## src/rtl/i2s_frame_source.sv

```systemverilog
// i2s_frame_source: bit/word clock generator and stereo frame FIFO feeding the I2S serializer.
// Frames are written by the host through a valid/ready port and presented one at a time on
// DLeft/DRight, updated only on the frame boundary (the Bclk falling tick that wraps bit 31->0).
module i2s_frame_source #(
    parameter int unsigned BCLK_DIV   = 4,
    parameter int unsigned FIFO_DEPTH = 4
) (
    input  logic                          clk,
    input  logic                          rst,
    input  logic                          wr_valid,
    input  logic [15:0]                   wr_left,
    input  logic [15:0]                   wr_right,
    output logic                          wr_ready,
    output logic [15:0]                   DLeft,
    output logic [15:0]                   DRight,
    output logic                          Bclk,
    output logic                          Wclk,
    output logic                          underrun,
    output logic [$clog2(FIFO_DEPTH):0]   level
);

    localparam int unsigned DivW = (BCLK_DIV > 1) ? $clog2(BCLK_DIV) : 1;
    localparam int unsigned PtrW = $clog2(FIFO_DEPTH);
    localparam int unsigned LvlW = PtrW + 1;

    localparam logic [DivW-1:0] DivMax  = DivW'(BCLK_DIV - 1);
    localparam logic [LvlW-1:0] LvlFull = LvlW'(FIFO_DEPTH);

    // Registered state
    logic [DivW-1:0] div_cnt_q, div_cnt_d;
    logic [4:0]      bit_cnt_q, bit_cnt_d;
    logic            bclk_q, bclk_d;
    logic            wclk_q, wclk_d;
    logic [15:0]     dleft_q, dleft_d;
    logic [15:0]     dright_q, dright_d;
    logic            underrun_q, underrun_d;
    logic            primed_q, primed_d;
    logic [PtrW-1:0] rd_ptr_q, rd_ptr_d;
    logic [PtrW-1:0] wr_ptr_q, wr_ptr_d;
    logic [LvlW-1:0] count_q, count_d;

    // Frame storage; contents need no reset because count_q gates every read
    logic [15:0] mem_l_q [FIFO_DEPTH];
    logic [15:0] mem_r_q [FIFO_DEPTH];

    logic div_tick;
    logic fall_tick;
    logic frame_tick;
    logic fifo_empty;
    logic push;
    logic pop;

    assign div_tick   = (div_cnt_q == DivMax);
    assign fall_tick  = div_tick & bclk_q;
    assign frame_tick = fall_tick & (bit_cnt_q == 5'd31);
    assign fifo_empty = (count_q == '0);
    // Ready comes from registered count only, so a write while full is refused even on a pop
    assign wr_ready   = (count_q != LvlFull);
    assign push       = wr_valid & wr_ready;
    // No bypass: an empty FIFO at the boundary mutes even if a write lands in the same cycle
    assign pop        = frame_tick & ~fifo_empty;

    // Next-state for clocks, frame output and FIFO bookkeeping
    always_comb begin
        div_cnt_d  = div_tick ? '0 : div_cnt_q + DivW'(1);
        bclk_d     = bclk_q ^ div_tick;
        bit_cnt_d  = fall_tick ? bit_cnt_q + 5'd1 : bit_cnt_q;
        // Word clock tracks the upper half of the bit count, so it only moves on a falling tick
        wclk_d     = bit_cnt_d[4];

        dleft_d    = dleft_q;
        dright_d   = dright_q;
        underrun_d = 1'b0;
        if (frame_tick) begin
            if (fifo_empty) begin
                dleft_d    = 16'h0000;
                dright_d   = 16'h0000;
                underrun_d = primed_q;
            end else begin
                dleft_d    = mem_l_q[rd_ptr_q];
                dright_d   = mem_r_q[rd_ptr_q];
            end
        end

        primed_d = primed_q | push;
        rd_ptr_d = pop  ? rd_ptr_q + PtrW'(1) : rd_ptr_q;
        wr_ptr_d = push ? wr_ptr_q + PtrW'(1) : wr_ptr_q;

        count_d = count_q;
        if (push && !pop) begin
            count_d = count_q + LvlW'(1);
        end else if (pop && !push) begin
            count_d = count_q - LvlW'(1);
        end
    end

    // State registers with synchronous active-high reset
    always_ff @(posedge clk) begin
        if (rst) begin
            div_cnt_q  <= '0;
            bit_cnt_q  <= 5'd0;
            bclk_q     <= 1'b0;
            wclk_q     <= 1'b0;
            dleft_q    <= 16'h0000;
            dright_q   <= 16'h0000;
            underrun_q <= 1'b0;
            primed_q   <= 1'b0;
            rd_ptr_q   <= '0;
            wr_ptr_q   <= '0;
            count_q    <= '0;
        end else begin
            div_cnt_q  <= div_cnt_d;
            bit_cnt_q  <= bit_cnt_d;
            bclk_q     <= bclk_d;
            wclk_q     <= wclk_d;
            dleft_q    <= dleft_d;
            dright_q   <= dright_d;
            underrun_q <= underrun_d;
            primed_q   <= primed_d;
            rd_ptr_q   <= rd_ptr_d;
            wr_ptr_q   <= wr_ptr_d;
            count_q    <= count_d;
        end
    end

    // FIFO storage write port
    always_ff @(posedge clk) begin
        if (push) begin
            mem_l_q[wr_ptr_q] <= wr_left;
            mem_r_q[wr_ptr_q] <= wr_right;
        end
    end

    assign DLeft    = dleft_q;
    assign DRight   = dright_q;
    assign Bclk     = bclk_q;
    assign Wclk     = wclk_q;
    assign underrun = underrun_q;
    assign level    = count_q;

endmodule

```

## config.mk

```make
export PLATFORM = sky130hd
export DESIGN_NAME = i2s_frame_source
export DESIGN_NICKNAME = d
export VERILOG_FILES = /design/src/rtl/i2s_frame_source.sv
export SDC_FILE = /design/constraint.sdc
export NUM_CORES = 1
export LEC_CHECK = 0
export ABC_AREA = 1
export CORE_MARGIN = 3
export CORE_UTILIZATION = 40
export DETAILED_ROUTE_END_ITERATION = 10
export HOLD_SLACK_MARGIN = 0.15
export PLACE_DENSITY = 0.67
export RECOVER_POWER = 50
export REMOVE_ABC_BUFFERS = 1
export SYNTH_ARGS = -nofsm -noshare
export SYNTH_HDL_FRONTEND = slang
export SYNTH_SLANG_ARGS = --single-unit
```

## constraint.sdc

```tcl
create_clock -name clk -period 7.3 [get_ports clk]
set_input_delay 2.19 -clock clk [delete_from_list [all_inputs] [get_ports clk]]
set_output_delay 2.19 -clock clk [all_outputs]
set_load 0.02 [all_outputs]
```

==> metrics <==
Netlist Area Pre-Place 0.00760 mm²; Detailed Route WL 14,600 µm; Post-Route Setup TNS 0 ns; TritonCTS buffer count 17; synth-to-layout area growth 17.5%; Wirelength per Cell 13.9 µm; post-CTS setup buffers 0; nets 852; Avg Synthesized Cell Area 10.2 µm²; max_cap viols 1; most frequent cells after synthesis nand2_1, inv_1, edfxtp_1, nand3_1, dfxtp_1; n_diodes 0; area occupied by multi-input gates 0.00190 mm²; Peak Freq 211 MHz; endpoints failing setup 0; Row Count 49; top-area cell type share of the netlist area 50.6%; GPL Wtd Cong 0.720; drt pass-1 iters 5; Worst VDD drop 0.177 mV; share of cells above drive strength 1 11.2%; Hold Buf Count CTS 0; Worst Skew 0.0162 ns; Worst Hold Class reg2reg; Tot GR Track Use 14.7%; Fin Hold WS 0.429 ns; asr flop ratio synth 0%; Netlist cell types 25; first-iteration detailed-routing DRC count 277; initial antenna violation count 0; Hold Vio Cnt, Final 0; crit path DAT 5.04 ns; Clock transition at path regs 0.06 ns; Die Y-Extent 144 µm; Final Cycle Share 65.0%; die width 144 µm; Area contributors post-synth edfxtp_1, dfxtp_1, nand2_1; worst path required time 7.59 ns; FILL cells 1,642; Top Ports 74; Slew HR -69.9%; clk_lat worst skew 0.43 ns; Routed Antenna Nets 0; Period minus WS final 4.74 ns; Post-synth EDFFs 128; CTS tree built; Post-CTS Resized 0; Post-Route Utilization 48.7%; status complete, but fails checks; total grt overflow 0; CTS Buffer Depth 2; IO Port Bufs 73; flop and latch count out of synthesis 179; Die ar. 0.0207 mm²; Sink Count 179; Synth area leader edfxtp_1; leakage 3.71 nW; first-pass GRT wire length 23,400 µm; largest net degree at the start of global routing 66; max-slew violation count 41; root buffer cell clkbuf_16; slowest stage cell, crit path clkbuf_1; Primary FF master, synth edfxtp_1; synth warn 0; sequential area share after synthesis 64.0%; failing checks max-capacitance violations, max-slew violations; register area 0.00487 mm²; Initial Utilization 41.4%; vias in the first global route 4,627; DP HPWL 8530 µm; Worst Max-Slew Pin Slew 2.55 ns; Max H-tree Level 4; most common cell in the synthesized netlist nand2_1; core area 0.0183 mm²; Vias/cell 4.56; CP max FO 40; Pwr Density 239 mW/mm²; WS Path Type in2reg; startpoint types primary input; DRC 0; Worst setup EP type register; crit path cell chain buf_2 -> clkbuf_1 -> inv_1 -> o21ai_0 -> a21oi_1; Post-Syn Instances 744; Vias 4,781; Worst path max stage delay 1.79 ns; RSZ-0062 raised after global routing false
-- kinds of logic (layout without fill, tap and decap cells) --
logic type	count (synthesis)	in the layout	synth area share, %
AO/OA/AOI/OAI	51	51	4.84
AND/OR/NAND/NOR	322	322	18.3
adder cells (fa/ha/maj)	10	10	1.75
flip-flops	179	179	64.0
buffers and inverters	181	257	10.9
XOR/XNOR	1	1	0.115
-- final timing paths --
| check | from | endpoint | slack [ns] | cells past startpoint |
|---|---|---|---|---|
| setup / recovery | rst | bit_cnt_q[0] | 2.56 | 5 |
| hold / removal | div_cnt_q[0] | div_cnt_q[0] | 0.43 | 1 |
| setup reg to reg | div_cnt_q[0] | level[2] | 4.69 | 14 |
| hold reg to reg | div_cnt_q[0] | div_cnt_q[0] | 0.43 | 1 |
-- critical path: cells and delay by family --
family | cells | cell delay, ns
AO/OA/AOI/OAI | 2 | 0.32
buffers and inverters | 3 | 2.50
-- placed cells by master (no fill, tap or decap) --
master / synthesis / final
clkbuf_1: 0 / 7
buf_2: 16 / 1
nor2_4: 0 / 4
nand2_1: 202 / 202
fa_1: 1 / 1
nor2_1: 16 / 12
clkinv_2: 1 / 5
a21oi_1: 12 / 20
dfxtp_1: 51 / 49
buf_4: 4 / 1
clkbuf_8: 0 / 3
nor4_1: 1 / 1
clkbuf_16: 0 / 19
o21ai_0: 9 / 9
dfxtp_2: 0 / 2
inv_2: 2 / 2
inv_1: 146 / 146
nand2_2: 30 / 30
nor3_1: 3 / 3
nand2_4: 2 / 2
dlygate4sd3_1: 0 / 32
clkinv_8: 1 / 1
nor3b_1: 1 / 1
a21oi_2: 30 / 22
nand3_1: 67 / 67
ha_1: 9 / 9
edfxtp_1: 128 / 128
xor2_1: 1 / 1
clkdlybuf4s50_1: 0 / 40
-- routing by layer --
layer / vias to the layer above / track usage [%] / wire (µm)
li1: 2459 / - / -
met4: 0 / 4.06 / 112
met5: - / 0 / 0
met1: 2233 / 18.1 / 6380
met2: 83 / 25.7 / 7560
met3: 6 / 3.63 / 511
-- area by class of cell --
cell class,instances,area share (%)
Clock inverter,4,0.224
Sequential cell,179,54.5
Inverter,150,6.46
Clock buffer,28,6.04
Timing Repair Buffer,75,8.25
Tap cell,229,3.21
Multi-Input combinational cell,384,21.3
-- report_power, final --
| group | internal (mW) | switching, mW | total [mW] |
|---|---|---|---|
| Combinational | 0.0446 | 0.0854 | 0.130 |
| Clock | 0.502 | 0.355 | 0.856 |
| Sequential | 1.14 | 0.0119 | 1.15 |
| Total | 1.69 | 0.452 | 2.14 |
-- through the flow --
step	cells	total power [mW]	cell area, µm²	setup slack, ns
2_1_floorplan	713	1.24	7340	3.14
3_3_place_gp	1017	1.30	8400	2.97
3_5_place_dp	1017	1.31	8400	2.95
4_1_cts	1049	2.16	8960	3.41
5_1_grt	1049	2.22	8930	2.23
6_report	1049	2.14	8930	2.56
-- registers in the layout (all words and copies together), names as in the netlist, 3 cells and up, named ones only --
register / cells
bit_cnt_q: 5
DRight: 16
mem_l_q: 64
DLeft: 16
level: 3
mem_r_q: 64
Note: power is estimated with default switching activity, not from simulation.
==> RTL change 1 (same settings) <==
Register the output `underrun` once more, without a reset; this adds one clock of latency there. The other outputs are not delayed to match.
--- a/src/rtl/i2s_frame_source.sv
+++ b/src/rtl/i2s_frame_source.sv
@@ -137,3 +137,5 @@
     assign Wclk     = wclk_q;
-    assign underrun = underrun_q;
+    always_ff @(posedge clk) begin
+        underrun <= underrun_q;
+    end
     assign level    = count_q;
Behaviour: no difference found for any inputs over 10 cycles, from zero or initial values and one cycle with rst high; that may be too few to reach the edited logic, so the function may still have changed.
==> RTL change 1 against the unedited design <==
- the run still ends with capacitance limit, slew limit left
- design area increased by 0.77%
- largest cell class unchanged
- power up 2.9%
- sequential cell count increased by 1
- first-iteration DRC count is 12% higher
- via count up 0.50%
- wire length is 1.2% higher
- largest power group unchanged
- critical path type unchanged
- area after synthesis is 0.26% higher
- setup slack better by 0.032 ns
- utilization is 0.38 points higher
==> RTL change 1: results (changes against the unedited design) <==
routing:
  wl_met2_mm: 7.26  # was 7.56 mm
  drt-wirelength-per-cell_um: 14.0  # was 13.9 um
  first_pass_iters: 7  # was 5
  wl_met3_um: 534  # was 511 um
  drt_iter0_drc: 311  # was 277
global_routing:
  track_usage: 0.150  # was 0.147
  grt_pass1_wl_mm: 23.9  # was 23.4 mm
yosys:
  ys_seq_area_frac: 0.641  # was 0.640
  synth_common_cells: "202 x nand2_1, 146 x inv_1, 128 x edfxtp_1"  # unchanged
pwr:
  leakagePower_nw: 3.74  # was 3.71 nW
  ir_worst_vdd_v: 0.000171  # was 0.000177 V
timing:
  slew_viol_final: 41  # unchanged
  clock.fmax_mhz: 212  # was 211 MHz
  tightest_slew_ns: 2.51  # was 2.55 ns
  skew_ns: 0.00774  # was 0.0162 ns
setup_path:
  crit_arrival_ns: 5.01  # was 5.04 ns
job:
  maxCapViolations: 1  # unchanged
place:
  dp_cells: 1018  # was 1,017
  place_area_mm2: 0.00842  # was 0.00840 mm2
  pre_cts_ws_ns: 2.95  # about the same
  place.gp.congestion: 0.701  # was 0.720
status:
  violations: "capacitance limit, slew limit"  # unchanged
  status: "finished, violations left"  # unchanged
finish:
  fillers: 1621  # was 1,642
  nNetsFinal: 853  # was 852
  finalNonFillerCells: 1050  # was 1,049
  drive_above_1_share: 0.121  # was 0.112
[RTL change 1: cell types whose count changed in the layout (fill, tap and decap cells not counted)]
cell       unedited run  this run
clkinv_2              5         6
dfxtp_1              49        50
clkbuf_1              7         1
a21oi_1              20        19
inv_8                 0         1
clkbuf_16            19        20
clkinv_4              0         3
a21oi_2              22        23
[RTL change 1: logic make-up after synthesis]
logic type      synth area share
flops                      0.641
buf+inv                    0.109
xor+xnor                 0.00115
compound gates            0.0483
fa+ha+maj                 0.0174
simple gates               0.183
[RTL change 1: layout make-up]
| type | count | area (um2) | area share |
|---|---|---|---|
| Inverter | 150 | 577 | 0.0641 |
| Tap cell | 229 | 287 | 0.0318 |
| Clock inverter | 9 | 62.6 | 0.00695 |
| Timing Repair Buffer | 75 | 737 | 0.0819 |
| Clock buffer | 23 | 542 | 0.0602 |
| Multi-Input combinational cell | 384 | 1910 | 0.212 |
| Sequential cell | 180 | 4890 | 0.543 |
[RTL change 1: critical path, stage by stage]
cell and delay (ns):
buf_2 0.07, clkbuf_1 1.78, inv_1 0.63, o21ai_0 0.24, a21oi_1 0.07
[RTL change 1: where the power goes]
| group | switching, mW | internal, mW |
|---|---|---|
| Combinational | 0.0855 | 0.0446 |
| Clock | 0.386 | 0.526 |
| Sequential | 0.0125 | 1.14 |
[RTL change 1: final timing paths]
path           startpoint     endpoint  depth (start not counted)
min reg2reg    underrun_q     underrun                          0
min            underrun_q     underrun                          0
max                   rst  wr_ptr_q[1]                          5
max reg2reg  div_cnt_q[0]     level[2]                         14
[RTL change 1: routing by layer]
metal  vias to the layer above  global-route usage
li1                       2458                   -
met1                      2256               0.190
met2                        82               0.254
met3                         9              0.0394
met4                         0              0.0461
met5                         -                   0
==> RTL change 2 (config.mk and constraints unchanged) <==
Made on the original files. `BCLK_DIV`: 4 -> 8.
--- a/src/rtl/i2s_frame_source.sv
+++ b/src/rtl/i2s_frame_source.sv
@@ -4,3 +4,3 @@
 module i2s_frame_source #(
-    parameter int unsigned BCLK_DIV   = 4,
+    parameter int unsigned BCLK_DIV   = 8,
     parameter int unsigned FIFO_DEPTH = 4
Formal check against the unedited RTL: not equivalent (a bounded check fails within 10 cycles, from zero or initial values and one cycle with rst high).
==> RTL change 2 against the unedited design <==
- the run still ends with capacitance limit, slew limit left
- area after synthesis shrank 1.3%
- combinational power is 5% lower
- register-to-register slack lost 0.08 ns
- sequential cell count grew 1
- design area shrank 0.49%
- non-clock buffer count decreased by 1
- power is 0.56% lower
- synthesized cell count increased by 0.67%
- wire length is 3.0% lower
- setup slack gained 0.19 ns
- global-route usage decreased by 0.28 points
- worst hold slack worse by 0.013 ns
- largest cell class unchanged
- highest routed layer unchanged
==> RTL change 2: results (changes against the unedited design) <==
finish:
  fillers: 1614  # was 1,642
  largestRegisters: "mem_l_q x64, mem_r_q x64"  # unchanged
  drive_above_1_share: 0.0850  # was 0.112
  finalNonFillerCells: 1053  # was 1,049
  antenna_cells: 0  # unchanged
  nNetsFinal: 857  # was 852
yosys:
  synth_cell_types: 21  # was 25
  synth_cells: 749  # was 744
  synth_common_cells: "232 x nand2_1, 147 x inv_1, 128 x edfxtp_1"  # was 202 x nand2_1, 146 x inv_1, 128 x edfxtp_1
  ys_top_cells_by_area: "edfxtp_1 51%, dfxtp_1 14%, nand2_1 12%, inv_1 7.4%, nand3_1 4.5%"  # was edfxtp_1 51%, dfxtp_1 13%, nand2_1 10%, inv_1 7.2%, nand3_1 4.4%
  async_flop_share: 0  # unchanged
  ys_seq_area_frac: 0.651  # was 0.640
  synth_warnings: 0  # unchanged
  synth-edff-count: 128  # unchanged
status:
  violations: "capacitance limit, slew limit"  # unchanged
  status: "finished, violations left"  # unchanged
clock_tree:
  cts-buffers-inserted: 17  # unchanged
  cts_root_buf: "clkbuf_16"  # unchanged
  post_cts_buffers: 0  # unchanged
  cts_max_level: 4  # unchanged
  cts_buffer_depth: 2  # unchanged
  post_cts_resized: 0  # unchanged
  path_clk_slew_ns: 0.06  # about the same
min_path:
  hold-path-cell-count: 1  # unchanged
  min_from: "div_cnt_q[0]"  # unchanged
  min_to: "div_cnt_q[0]"  # unchanged
  worst_hold_path_type: "reg2reg"  # unchanged
timing:
  slew_headroom: -0.659  # was -0.699
  fin_hold_ws_ns: 0.417  # was 0.429 ns
  skew_ns: 0.00874  # was 0.0162 ns
  slew_viol_final: 40  # was 41
place:
  dpl.hpwl_mm: 8.27  # was 8.53 mm
  io_buffers: 73  # unchanged
  dp_cells: 1021  # was 1,017
  place.gp.congestion: 0.706  # was 0.720
pwr:
  leakagePower_nw: 3.70  # was 3.71 nW
  ir_worst_vdd_v: 0.000161  # was 0.000177 V
setup_path:
  slowest_stage: "clkbuf_1"  # unchanged
  rr_endpoint: "level[2]"  # unchanged
  r2r_slack_ns: 4.61  # was 4.69 ns
  crit_arrival_ns: 4.85  # was 5.04 ns
  rr_worst_depth: 14  # unchanged
  rr_startpoint: "div_cnt_q[0]"  # unchanged
  cp_max_fo: 39  # was 40
  max_stage_delay_ns: 1.74  # was 1.79 ns
routing:
  routed_wl_mm: 14.1  # was 14.6 mm
  first_pass_iters: 4  # was 5
  vias: 4770  # was 4,781
  drt_iter0_drc: 416  # was 277
global_routing:
  track_usage: 0.144  # was 0.147
  grt_max_degree: 66  # unchanged
  grt_pass1_wl_mm: 22.8  # was 23.4 mm
  overflow: 0  # unchanged
  antenna_found_initial: 0  # unchanged
  grt_pass1_vias: 4611  # was 4,627
job:
  maxCapViolations: 1  # unchanged
[RTL change 2: through the flow]
stage                     worst slack [ns]   util  instance area [um2]
after floorplan                       3.14      -                 7310
after global placement                2.96  0.459                 8360
after detailed placement              2.95  0.459                 8360
after CTS                             3.40  0.489                 8910
after global routing                  2.42  0.488                 8880
final                                 2.74  0.488                 8880
[RTL change 2: per-layer routing]
| layer | wire, um | up-vias | part of all wire | track usage |
|---|---|---|---|---|
| met1 | 6460 | 2198 | 0.46 | 0.185 |
| met5 | 0 | - | 0 | 0 |
| met3 | 576 | 4 | 0.041 | 0.0372 |
| met4 | 85 | 0 | 0.0060 | 0.0440 |
| li1 | - | 2469 | - | - |
| met2 | 7000 | 99 | 0.50 | 0.241 |
[RTL change 2: cell type report]
type / instances / area share
multi-input cells: 387 / 0.208
inverters: 151 / 0.0652
repair buffers: 74 / 0.0824
well taps: 229 / 0.0322
clock buffers: 17 / 0.0479
flip-flops and latches: 180 / 0.550
clock inverters: 15 / 0.0138
[RTL change 2: cell families (layout without fill, tap and decap cells)]
logic type               after synthesis  count (layout)  share of synthesized area
AND/OR/NAND/NOR                      324             324                      0.176
buffers and inverters                182             257                      0.103
flip-flops                           180             180                      0.651
AO/OA/AOI/OAI                         51              51                     0.0491
adder cells (fa/ha/maj)               11              11                     0.0194
XOR/XNOR                               1               1                    0.00117
[RTL change 2: worst max-delay path by stage]
stage              from             end  cells past startpoint
2_1_floorplan  wr_valid   mem_l_q[0][0]                      2
3_3_place_gp   wr_valid   mem_r_q[0][8]                      3
3_5_place_dp   wr_valid  mem_l_q[1][12]                      3
4_1_cts        wr_valid   mem_l_q[1][9]                      3
5_1_grt             rst     wr_ptr_q[1]                      4
6_report            rst     wr_ptr_q[1]                      4
[RTL change 2: worst max-delay path, delay by kind of cell]
kind	cells	cell delay (ns)
compound gates	2	0.30
buf+inv	2	2.35
[RTL change 2: where the power goes]
| group | internal (mW) | switching, mW |
|---|---|---|
| clock network | 0.444 | 0.403 |
| registers | 1.14 | 0.0117 |
| logic | 0.0424 | 0.0811 |
